`src/rtl/jpeg_pkg.sv`:
```
`default_nettype none
// ============================================================================
//  Module      : jpeg_pkg
//  Description : Shared constants and the sequencer state type for the
//                zig-zag reorder stage.
//  Revision    : 1.0
// ============================================================================
package jpeg_pkg;

    localparam int ROWS_PER_BLOCK = 8;
    localparam int ROW_IDX_W      = $clog2(ROWS_PER_BLOCK);
    localparam int INIT_CYCLES    = 2;

    typedef enum logic [1:0] {
        INIT  = 2'd0,
        LOAD  = 2'd1,
        DRAIN = 2'd2
    } state_t;

endpackage
`default_nettype wire

```
`src/rtl/zz_tag_delay.sv`:
```
`default_nettype none
// ============================================================================
//  Module      : zz_tag_delay
//  Description : Shift register that lines the valid/row tags up with the
//                reorder buffer's registered output.
//  Revision    : 1.0
// ============================================================================
module zz_tag_delay
    import jpeg_pkg::*;
#(
    parameter int DEPTH = 2,
    parameter int RW    = ROW_IDX_W
) (
    input  logic          i_clk,
    input  logic          i_Reset,
    input  logic          i_valid,
    input  logic [RW-1:0] i_row,
    output logic          o_valid,
    output logic [RW-1:0] o_row,
    output logic          o_last,
    output logic          o_last_next
);

    localparam logic [RW-1:0] c_LAST_ROW = RW'(ROWS_PER_BLOCK - 1);

    logic [DEPTH-1:0] r_valid;
    logic [RW-1:0]    r_row [DEPTH];

    always_ff @(posedge i_clk or negedge i_Reset) begin
        if (!i_Reset) begin
            r_valid <= '0;
            for (int i = 0; i < DEPTH; i++) begin
                r_row[i] <= '0;
            end
        end else begin
            r_valid[0] <= i_valid;
            r_row[0]   <= i_row;
            for (int i = 1; i < DEPTH; i++) begin
                r_valid[i] <= r_valid[i-1];
                r_row[i]   <= r_row[i-1];
            end
        end
    end

    assign o_valid = r_valid[DEPTH-1];
    assign o_row   = r_row[DEPTH-1];
    assign o_last  = r_valid[DEPTH-1] && (r_row[DEPTH-1] == c_LAST_ROW);

    // Lets a consumer register a value that changes in the same cycle o_last rises.
    generate
        if (DEPTH >= 2) begin : g_last_next_pipe
            assign o_last_next = r_valid[DEPTH-2] && (r_row[DEPTH-2] == c_LAST_ROW);
        end else begin : g_last_next_in
            assign o_last_next = i_valid && (i_row == c_LAST_ROW);
        end
    endgenerate

endmodule
`default_nettype wire

```
`src/rtl/zigzag_ctrl.sv`:
```
`default_nettype none
// ============================================================================
//  Module      : zigzag_ctrl
//  Description : Load/drain sequencer and output tagger for the 8x8 zig-zag
//                reorder buffer.
//  Revision    : 1.0
// ============================================================================
module zigzag_ctrl
    import jpeg_pkg::*;
#(
    parameter int BW               = 8,
    parameter int BLOCKS_PER_FRAME = 4,
    parameter int BCW              = 16
) (
    input  logic                 i_clk,
    input  logic                 i_Reset,
    input  logic [8*BW-1:0]      i_data,
    input  logic                 i_valid,
    output logic                 o_ready,
    input  logic                 i_ds_ready,
    output logic [8*BW-1:0]      o_zz_data,
    output logic                 o_zz_enable,
    output logic                 o_out_valid,
    output logic [ROW_IDX_W-1:0] o_out_row,
    output logic                 o_out_last,
    output logic                 o_frame_done,
    output logic [BCW-1:0]       o_block_cnt,
    output logic                 o_busy
);

    localparam int                   RW          = ROW_IDX_W;
    localparam logic [RW-1:0]        c_LAST_ROW  = RW'(ROWS_PER_BLOCK - 1);
    localparam logic [1:0]           c_INIT_LAST = 2'(INIT_CYCLES - 1);
    localparam logic [BCW-1:0]       c_LAST_BLK  = BCW'(BLOCKS_PER_FRAME - 1);

    state_t          r_state;
    logic [1:0]      r_init_cnt;
    logic [RW-1:0]   r_rows;
    logic [RW-1:0]   r_drain;
    logic [8*BW-1:0] r_zz_data;
    logic            r_zz_en;
    logic            r_busy;
    logic [BCW-1:0]  r_block_cnt;
    logic            r_frame_done;

    logic            w_ready;
    logic            w_hs;
    logic            w_last_next;

    // The 8th row is only taken when the downstream can absorb the whole drain.
    assign w_ready = (r_state == LOAD) && ((r_rows != c_LAST_ROW) || i_ds_ready);
    assign w_hs    = i_valid && w_ready;

    always_ff @(posedge i_clk or negedge i_Reset) begin
        if (!i_Reset) begin
            r_state    <= INIT;
            r_init_cnt <= '0;
            r_rows     <= '0;
            r_drain    <= '0;
            r_zz_data  <= '0;
            r_zz_en    <= 1'b0;
            r_busy     <= 1'b0;
        end else begin
            r_zz_en <= 1'b0;
            case (r_state)
                INIT: begin
                    if (r_init_cnt == c_INIT_LAST) begin
                        r_state <= LOAD;
                        r_busy  <= 1'b0;
                    end else begin
                        r_init_cnt <= r_init_cnt + 1'b1;
                        r_busy     <= 1'b1;
                    end
                end
                LOAD: begin
                    if (w_hs) begin
                        r_zz_data <= i_data;
                        r_zz_en   <= 1'b1;
                        r_busy    <= 1'b1;
                        if (r_rows == c_LAST_ROW) begin
                            r_state <= DRAIN;
                            r_rows  <= '0;
                            r_drain <= '0;
                        end else begin
                            r_rows <= r_rows + 1'b1;
                        end
                    end else begin
                        r_busy <= (r_rows != '0);
                    end
                end
                DRAIN: begin
                    if (r_drain == c_LAST_ROW) begin
                        r_state <= LOAD;
                        r_drain <= '0;
                        r_busy  <= 1'b0;
                    end else begin
                        r_drain <= r_drain + 1'b1;
                    end
                end
                default: begin
                    r_state <= INIT;
                    r_busy  <= 1'b1;
                end
            endcase
        end
    end

    // Drain cycle k appears on the buffer output two edges later.
    zz_tag_delay #(
        .DEPTH (2),
        .RW    (RW)
    ) u_tag_delay (
        .i_clk       (i_clk),
        .i_Reset     (i_Reset),
        .i_valid     (r_state == DRAIN),
        .i_row       (r_drain),
        .o_valid     (o_out_valid),
        .o_row       (o_out_row),
        .o_last      (o_out_last),
        .o_last_next (w_last_next)
    );

    always_ff @(posedge i_clk or negedge i_Reset) begin
        if (!i_Reset) begin
            r_block_cnt  <= '0;
            r_frame_done <= 1'b0;
        end else begin
            r_frame_done <= 1'b0;
            if (w_last_next) begin
                if (r_block_cnt == c_LAST_BLK) begin
                    r_block_cnt  <= '0;
                    r_frame_done <= 1'b1;
                end else begin
                    r_block_cnt <= r_block_cnt + 1'b1;
                end
            end
        end
    end

    assign o_ready      = w_ready;
    assign o_zz_data    = r_zz_data;
    assign o_zz_enable  = r_zz_en;
    assign o_busy       = r_busy;
    assign o_block_cnt  = r_block_cnt;
    assign o_frame_done = r_frame_done;

endmodule
`default_nettype wire

```
`config.mk`:
```
export PLATFORM = sky130hd
export DESIGN_NAME = zigzag_ctrl
export DESIGN_NICKNAME = d
export VERILOG_FILES = /design/src/rtl/jpeg_pkg.sv /design/src/rtl/zz_tag_delay.sv /design/src/rtl/zigzag_ctrl.sv
export SDC_FILE = /design/constraint.sdc
export NUM_CORES = 1
export LEC_CHECK = 0
export BUFFER_PORTS_ARGS = -buffer_cell sky130_fd_sc_hd__buf_2
export CAP_MARGIN = 20
export CORE_AREA = 8 8 126 128
export CTS_CLUSTER_DIAMETER = 30
export CTS_CLUSTER_SIZE = 16
export DETAILED_ROUTE_END_ITERATION = 8
export DIE_AREA = 0 0 134 136
export GPL_ROUTABILITY_DRIVEN = 0
export GPL_TIMING_DRIVEN = 0
export PLACE_DENSITY = 0.5
export SKIP_LAST_GASP = 1
export SLEW_MARGIN = 10
export SYNTH_ARGS = -nofsm -noshare
export SYNTH_HDL_FRONTEND = slang
export SYNTH_SLANG_ARGS = --single-unit
```
`constraint.sdc`:
```
create_clock -name i_clk -period 4.6 [get_ports i_clk]
set_input_delay 0.92 -clock i_clk [delete_from_list [all_inputs] [get_ports i_clk]]
set_output_delay 0.92 -clock i_clk [all_outputs]
set_load 0.03 [all_outputs]
```
# Word-level counts from Yosys, hierarchy flattened
# Cells that the tools add are included.
# op_classes
addsub	4
n_eq_ne	13
reduce_logical	12
n_mux	19
n_bitwise	1
# ops
operator	n
16-bit by 1-bit adder with 16-bit output (second input constant)	1
16-bit by 2-bit == test with 1-bit output (second input constant)	1
16-bit two-way mux	1
3-bit == test (second input constant)	4
3-bit two-way mux	4
2-bit two-way mux	4
1-bit two-way mux	7
3-bit by 1-bit adder with 3-bit output (second input constant)	2
2-bit != test (second input constant)	3
2-bit case mux with 3 select lines	1
3-bit case mux with 2 select lines	1
2-bit by 1-bit == test with 1-bit output (second input constant)	2
1-bit logical AND	4
2-bit AND reduction	2
4-bit AND reduction	1
3-bit != test (second input constant)	1
1-bit case mux with 3 select lines	1
3-bit AND reduction	1
3-bit nonzero test	1
2-bit by 1-bit adder with 2-bit output (second input constant)	1
2-bit == test (second input constant)	1
2-bit zero test	1
2-bit by 1-bit != test with 1-bit output (second input constant)	1
2-bit nonzero test	1
2 further kinds	2
# totals
out_inout_bits	89
elab_cells	61
input_bits	68
regBits	101

# Longest topological paths before layout
# logic_depth
ltp_word	6
ltp_mapped	8
mapped_depth_nobuf	7

# Modules after synthesis
# A second synthesis with hierarchy kept.
# hier_totals
hier_cells	411
area_unflattened_um2	4002.6
# modules_own_cells
mod	seq_area_each_um2	cells_per_inst	n_inst	area_each_um2
zigzag_ctrl	2327.2	398	1	3762.4
zz_tag_delay	200.2	13	1	240.2

# Worst setup path after synthesis
# OpenSTA, ideal clock, no wires.
# synth_path
kind	in2out
startpoint	input i_ds_ready
endpoint	output o_ready
t_arrival_ps	1407
slack_ps	2273
required_ps	3680
path_stages	2
n_path_buf	0
cell_sequence	nand2b_1 > and3b_1
# synth_between
elab_chain_cells	2
# synth_rtl
item	line	source
start, declared	zigzag_ctrl.sv:20	input logic i_ds_ready,
1-bit logical OR	zigzag_ctrl.sv:51	assign w_ready = (r_state == LOAD) && ((r_rows != c_LAST_ROW) || i_ds_ready);
1-bit logical AND	zigzag_ctrl.sv:51	
end, declared	zigzag_ctrl.sv:19	output logic o_ready,
# Every way passes these cells.

# Worst setup path in the final report
# layout_path
startpoint	register r_rows[0]
endpoint	output o_ready
# layout_between
elab_chain_cells	3
# layout_rtl
item	line	source
start, declared	zigzag_ctrl.sv:38	logic [RW-1:0] r_rows;
start signal, assigned	zigzag_ctrl.sv:85	r_rows <= r_rows + 1'b1;
3-bit != test	zigzag_ctrl.sv:51	
1-bit logical OR	zigzag_ctrl.sv:51	
1-bit logical AND	zigzag_ctrl.sv:51	
# Every way passes these cells.

==> impl_metrics.sql <==
INSERT INTO impl_metrics (metric_group, metric, value, unit) VALUES
('outcome', 'run_status', 'completed', ''),
('clocking', 'cts-buffers-inserted', '9', ''),
('logic_synthesis', 'ys_seq_elements', '101', ''),
('worst_setup_path', 'worstPathArrival', '1660', 'ps'),
('grt', 'grt_first_pass_wirelength', '17690', 'um'),
('logic_synthesis', 'synth_area_leader', 'sky130_fd_sc_hd__dfrtp_1', ''),
('floorplanning', 'top_level_ports', '157', ''),
('cells_and_area', 'area_grow_syn2layout', '33.15', '%'),
('drt', 'post_drt_wl_per_cell', '14.39', 'um'),
('job', 'max-cap-violations', '0', ''),
('pwr', 'p_leak', '0.002998', 'uW'),
('grt', 'grt_util_all_layers', '12.27', '%'),
('grt', 'grt_max_degree', '59', ''),
('worst_setup_path', 'crit_path_top_delay_cell', 'sky130_fd_sc_hd__dfrtp_1', ''),
('worst_setup_path', 'end_kind', 'output port', ''),
('clocking', 'tritoncts', 'built', ''),
('sta', 'totalNegativeSetupSlack', '0', 'ps'),
('sta', 'total_count_of_max_transition_violations_in_the_final_report', '0', ''),
('floorplanning', 'floorplan.die_area', '18220', 'um^2'),
('worst_setup_path', 'cpPeakStageDelay', '390', 'ps'),
('drt', 'drt_pass1_iterations', '4', ''),
('logic_synthesis', 'netlist_instances', '411', ''),
('placed_design', 'port_buffers', '156', ''),
('worst_setup_path', 'crit_path_frequent_cell', 'sky130_fd_sc_hd__ha_1', ''),
('placed_design', 'dp_hpwl', '8333', 'um'),
('grt', 'first_global_vias', '3439', ''),
('grt', 'initial_antenna_violation_count', '1', ''),
('sta', 'timing.final.crit_period', '2581', 'ps'),
('floorplanning', 'start_util', '28.77', '%'),
('pwr', 'clkPwrFrac', '24.3', '%'),
('logic_synthesis', 'synth.area.mux_share', '0', '%'),
('pwr', 'sw_frac_of_total', '39.72', '%'),
('sta', 'timing.max_slew.rel_slack', '71.34', '%'),
('pwr', 'power.combinational.fraction', '35.1', '%'),
('logic_synthesis', 'synth_top_family_by_area', 'simple AND/OR/NAND/NOR gates', ''),
('pwr', 'power.density', '580.8', 'nW/um^2'),
('pwr', 'cellInternalPower', '1883', 'uW'),
('drt', 'dr.first_iter.drc_count', '154', ''),
('sta', 'final-hold-violation-count', '0', ''),
('drt', 'detail_route.wirelength', '11050', 'um'),
('worst_setup_path', 'criticalPathCategory', 'reg2out', ''),
('pwr', 'power.switching', '1241', 'uW'),
('logic_synthesis', 'synth-xor-area-share', '3.036', '%'),
('clocking', 'ctsLongestPathBuffers', '2', ''),
('cells_and_area', 'layout_common_cells', '208 x sky130_fd_sc_hd__nand2_1, 167 x sky130_fd_sc_hd__buf_2, 101 x sky130_fd_sc_hd__dfrtp_1', ''),
('drt', 'drc', '0', ''),
('cells_and_area', 'final_design_area_no_fill', '5378', 'um^2'),
('worst_setup_path', 'critPathMaxFanout', '2', ''),
('clocking', 'clock_insertion_delay_at_the_later_pin_of_the_skew_report', '350', 'ps'),
('grt', 'grt_overflow', '0', ''),
('pwr', 'worst_ir_drop_vdd', '325.5', 'uV'),
('logic_synthesis', 'postSynthAreaPerCell', '9.827', 'um^2'),
('cells_and_area', 'mostFrequentLayoutCell', 'sky130_fd_sc_hd__nand2_1', ''),
('floorplanning', 'total_number_of_placement_rows', '44', ''),
('sta', 'timing_worst_slew_pin_value', '430.0', 'ps'),
('cells_and_area', 'multi_input_area', '1369', 'um^2'),
('cells_and_area', 'n_antenna_cell', '0', ''),
('floorplanning', 'die_height', '136', 'um'),
('min_path', 'hold_path_class', 'reg2reg', ''),
('logic_synthesis', 'area_fraction_in_compound_gates_after_synthesis', '1.983', '%'),
('drt', 'via_density_per_instance', '4.284', ''),
('placed_design', 'placed_cells', '752', ''),
('worst_setup_path', 'kind_of_start_point_of_the_critical_path', 'flip-flop', ''),
('sta', 'highest_achievable_clock_rate', '387.4', 'MHz'),
('clocking', 'clock_slew_at_reported_path_ffs', '70', 'ps'),
('clocking', 'ctsResizeCount', '0', ''),
('logic_synthesis', 'synthDistinctLibCells', '34', ''),
('drt', 'via_count', '3290', ''),
('drt', 'antenna_left', '0', ''),
('worst_setup_path', 'worst_ep_required_time', '3680', 'ps'),
('pwr', 'seq_power_share', '40.6', '%');
==> through the flow <==
step,utilization [%],setup slack (ps),hold WS [ps]
final,38.31,2019,412.9
after global routing,38.31,1926,434.4
after CTS,38.31,1984,421.1
after detailed placement,36.21,2121,405.5
after global placement,35.97,1493,396.9
after floorplan,-,2273,377.4
==> flip-flops by register name, indices dropped and copies added (netlist names) <==
| register | cells |
|---|---|
| r_drain | 3 |
| o_zz_data | 64 |
| o_block_cnt | 16 |
| o_busy | 1 |
| u_tag_delay.r_row | 3 |
| r_init_cnt | 2 |
| u_tag_delay.r_valid | 2 |
| o_frame_done | 1 |
| u_tag_delay.o_row | 3 |
| o_zz_enable | 1 |
| r_state | 2 |
| r_rows | 3 |
==> critical path, delay by kind of cell (launching register included) <==
family | cells | cell delay, ps
fa+ha+maj | 2 | 420
flops | 1 | 390
simple gates | 2 | 310
buf+inv | 1 | 190
==> synthesized netlist by cell type <==
cell	number
sky130_fd_sc_hd__and3b_1	1
sky130_fd_sc_hd__inv_1	7
sky130_fd_sc_hd__nor3_2	1
sky130_fd_sc_hd__nor4_1	2
sky130_fd_sc_hd__nor3_1	1
sky130_fd_sc_hd__xor2_1	2
sky130_fd_sc_hd__buf_2	12
sky130_fd_sc_hd__nor2_1	5
sky130_fd_sc_hd__o21ai_0	2
sky130_fd_sc_hd__buf_4	7
sky130_fd_sc_hd__nor4bb_1	1
sky130_fd_sc_hd__ha_1	7
sky130_fd_sc_hd__o32ai_1	2
sky130_fd_sc_hd__nand2b_1	2
sky130_fd_sc_hd__xnor2_1	12
sky130_fd_sc_hd__nand2_2	1
sky130_fd_sc_hd__or3_1	2
sky130_fd_sc_hd__nand4b_4	1
sky130_fd_sc_hd__nand4_1	6
sky130_fd_sc_hd__nand2_1	208
sky130_fd_sc_hd__inv_2	1
sky130_fd_sc_hd__nor4b_1	1
sky130_fd_sc_hd__a31oi_1	2
sky130_fd_sc_hd__dfrtp_1	101
sky130_fd_sc_hd__nor4_2	1
sky130_fd_sc_hd__a311oi_1	1
sky130_fd_sc_hd__nor3_4	1
sky130_fd_sc_hd__a21oi_1	1
sky130_fd_sc_hd__and4_1	2
sky130_fd_sc_hd__o21ai_1	4
sky130_fd_sc_hd__o22ai_1	1
sky130_fd_sc_hd__and3_1	3
sky130_fd_sc_hd__nand3_1	9
sky130_fd_sc_hd__nand4_4	1
==> logic make-up after synthesis <==
family          count (synthesis)
compound gates                 13
xor+xnor                       14
fa+ha+maj                       7
buf+inv                        27
flops                         101
simple gates                  249
==> per-layer routing <==
| layer | up-vias | share of wire, % | track usage [%] |
|---|---|---|---|
| li1 | 1633 | - | - |
| met1 | 1531 | 44 | 14.90 |
| met2 | 116 | 46 | 18.93 |
| met3 | 8 | 8.9 | 6.098 |
| met4 | 2 | 0.94 | 3.369 |
| met5 | - | 0.11 | 0 |
==> layout make-up <==
type,count,share of cell area [%]
Buffer,19,2.094
Clock buffer,12,4.584
Tap cell,184,4.281
Sequential cell,101,47.00
Timing Repair Buffer,157,15.15
Inverter,8,0.5584
Clock inverter,4,0.8841
Multi-Input combinational cell,283,25.45
==> power by group through the flow <==
| stage | sequential [uW] | combinational (uW) | clock (uW) |
|---|---|---|---|
| 6_report | 1270 | 1100 | 759 |
| 2_1_floorplan | 1640 | 363 | 0 |
| 3_3_place_gp | 1270 | 1110 | 0 |
| 4_1_cts | 1270 | 1120 | 787 |
| 3_5_place_dp | 1280 | 1130 | 0 |
| 5_1_grt | 1300 | 1200 | 829 |
==> path summary, 6_finish.rpt <==
path,start,end,slack [ps],cells past startpoint
setup / recovery,r_rows[0],o_ready,2020,5
hold / removal,r_drain[1],u_tag_delay.r_row[4],410,0
setup reg to reg,r_rows[0],o_zz_data[22],2820,8
hold reg to reg,r_drain[1],u_tag_delay.r_row[4],410,0
max in group asynchronous,i_Reset,o_zz_data[1],3490,2
min in group asynchronous,i_Reset,o_zz_data[17],490,1
No activity file was read; power rests on OpenSTA's default activity.
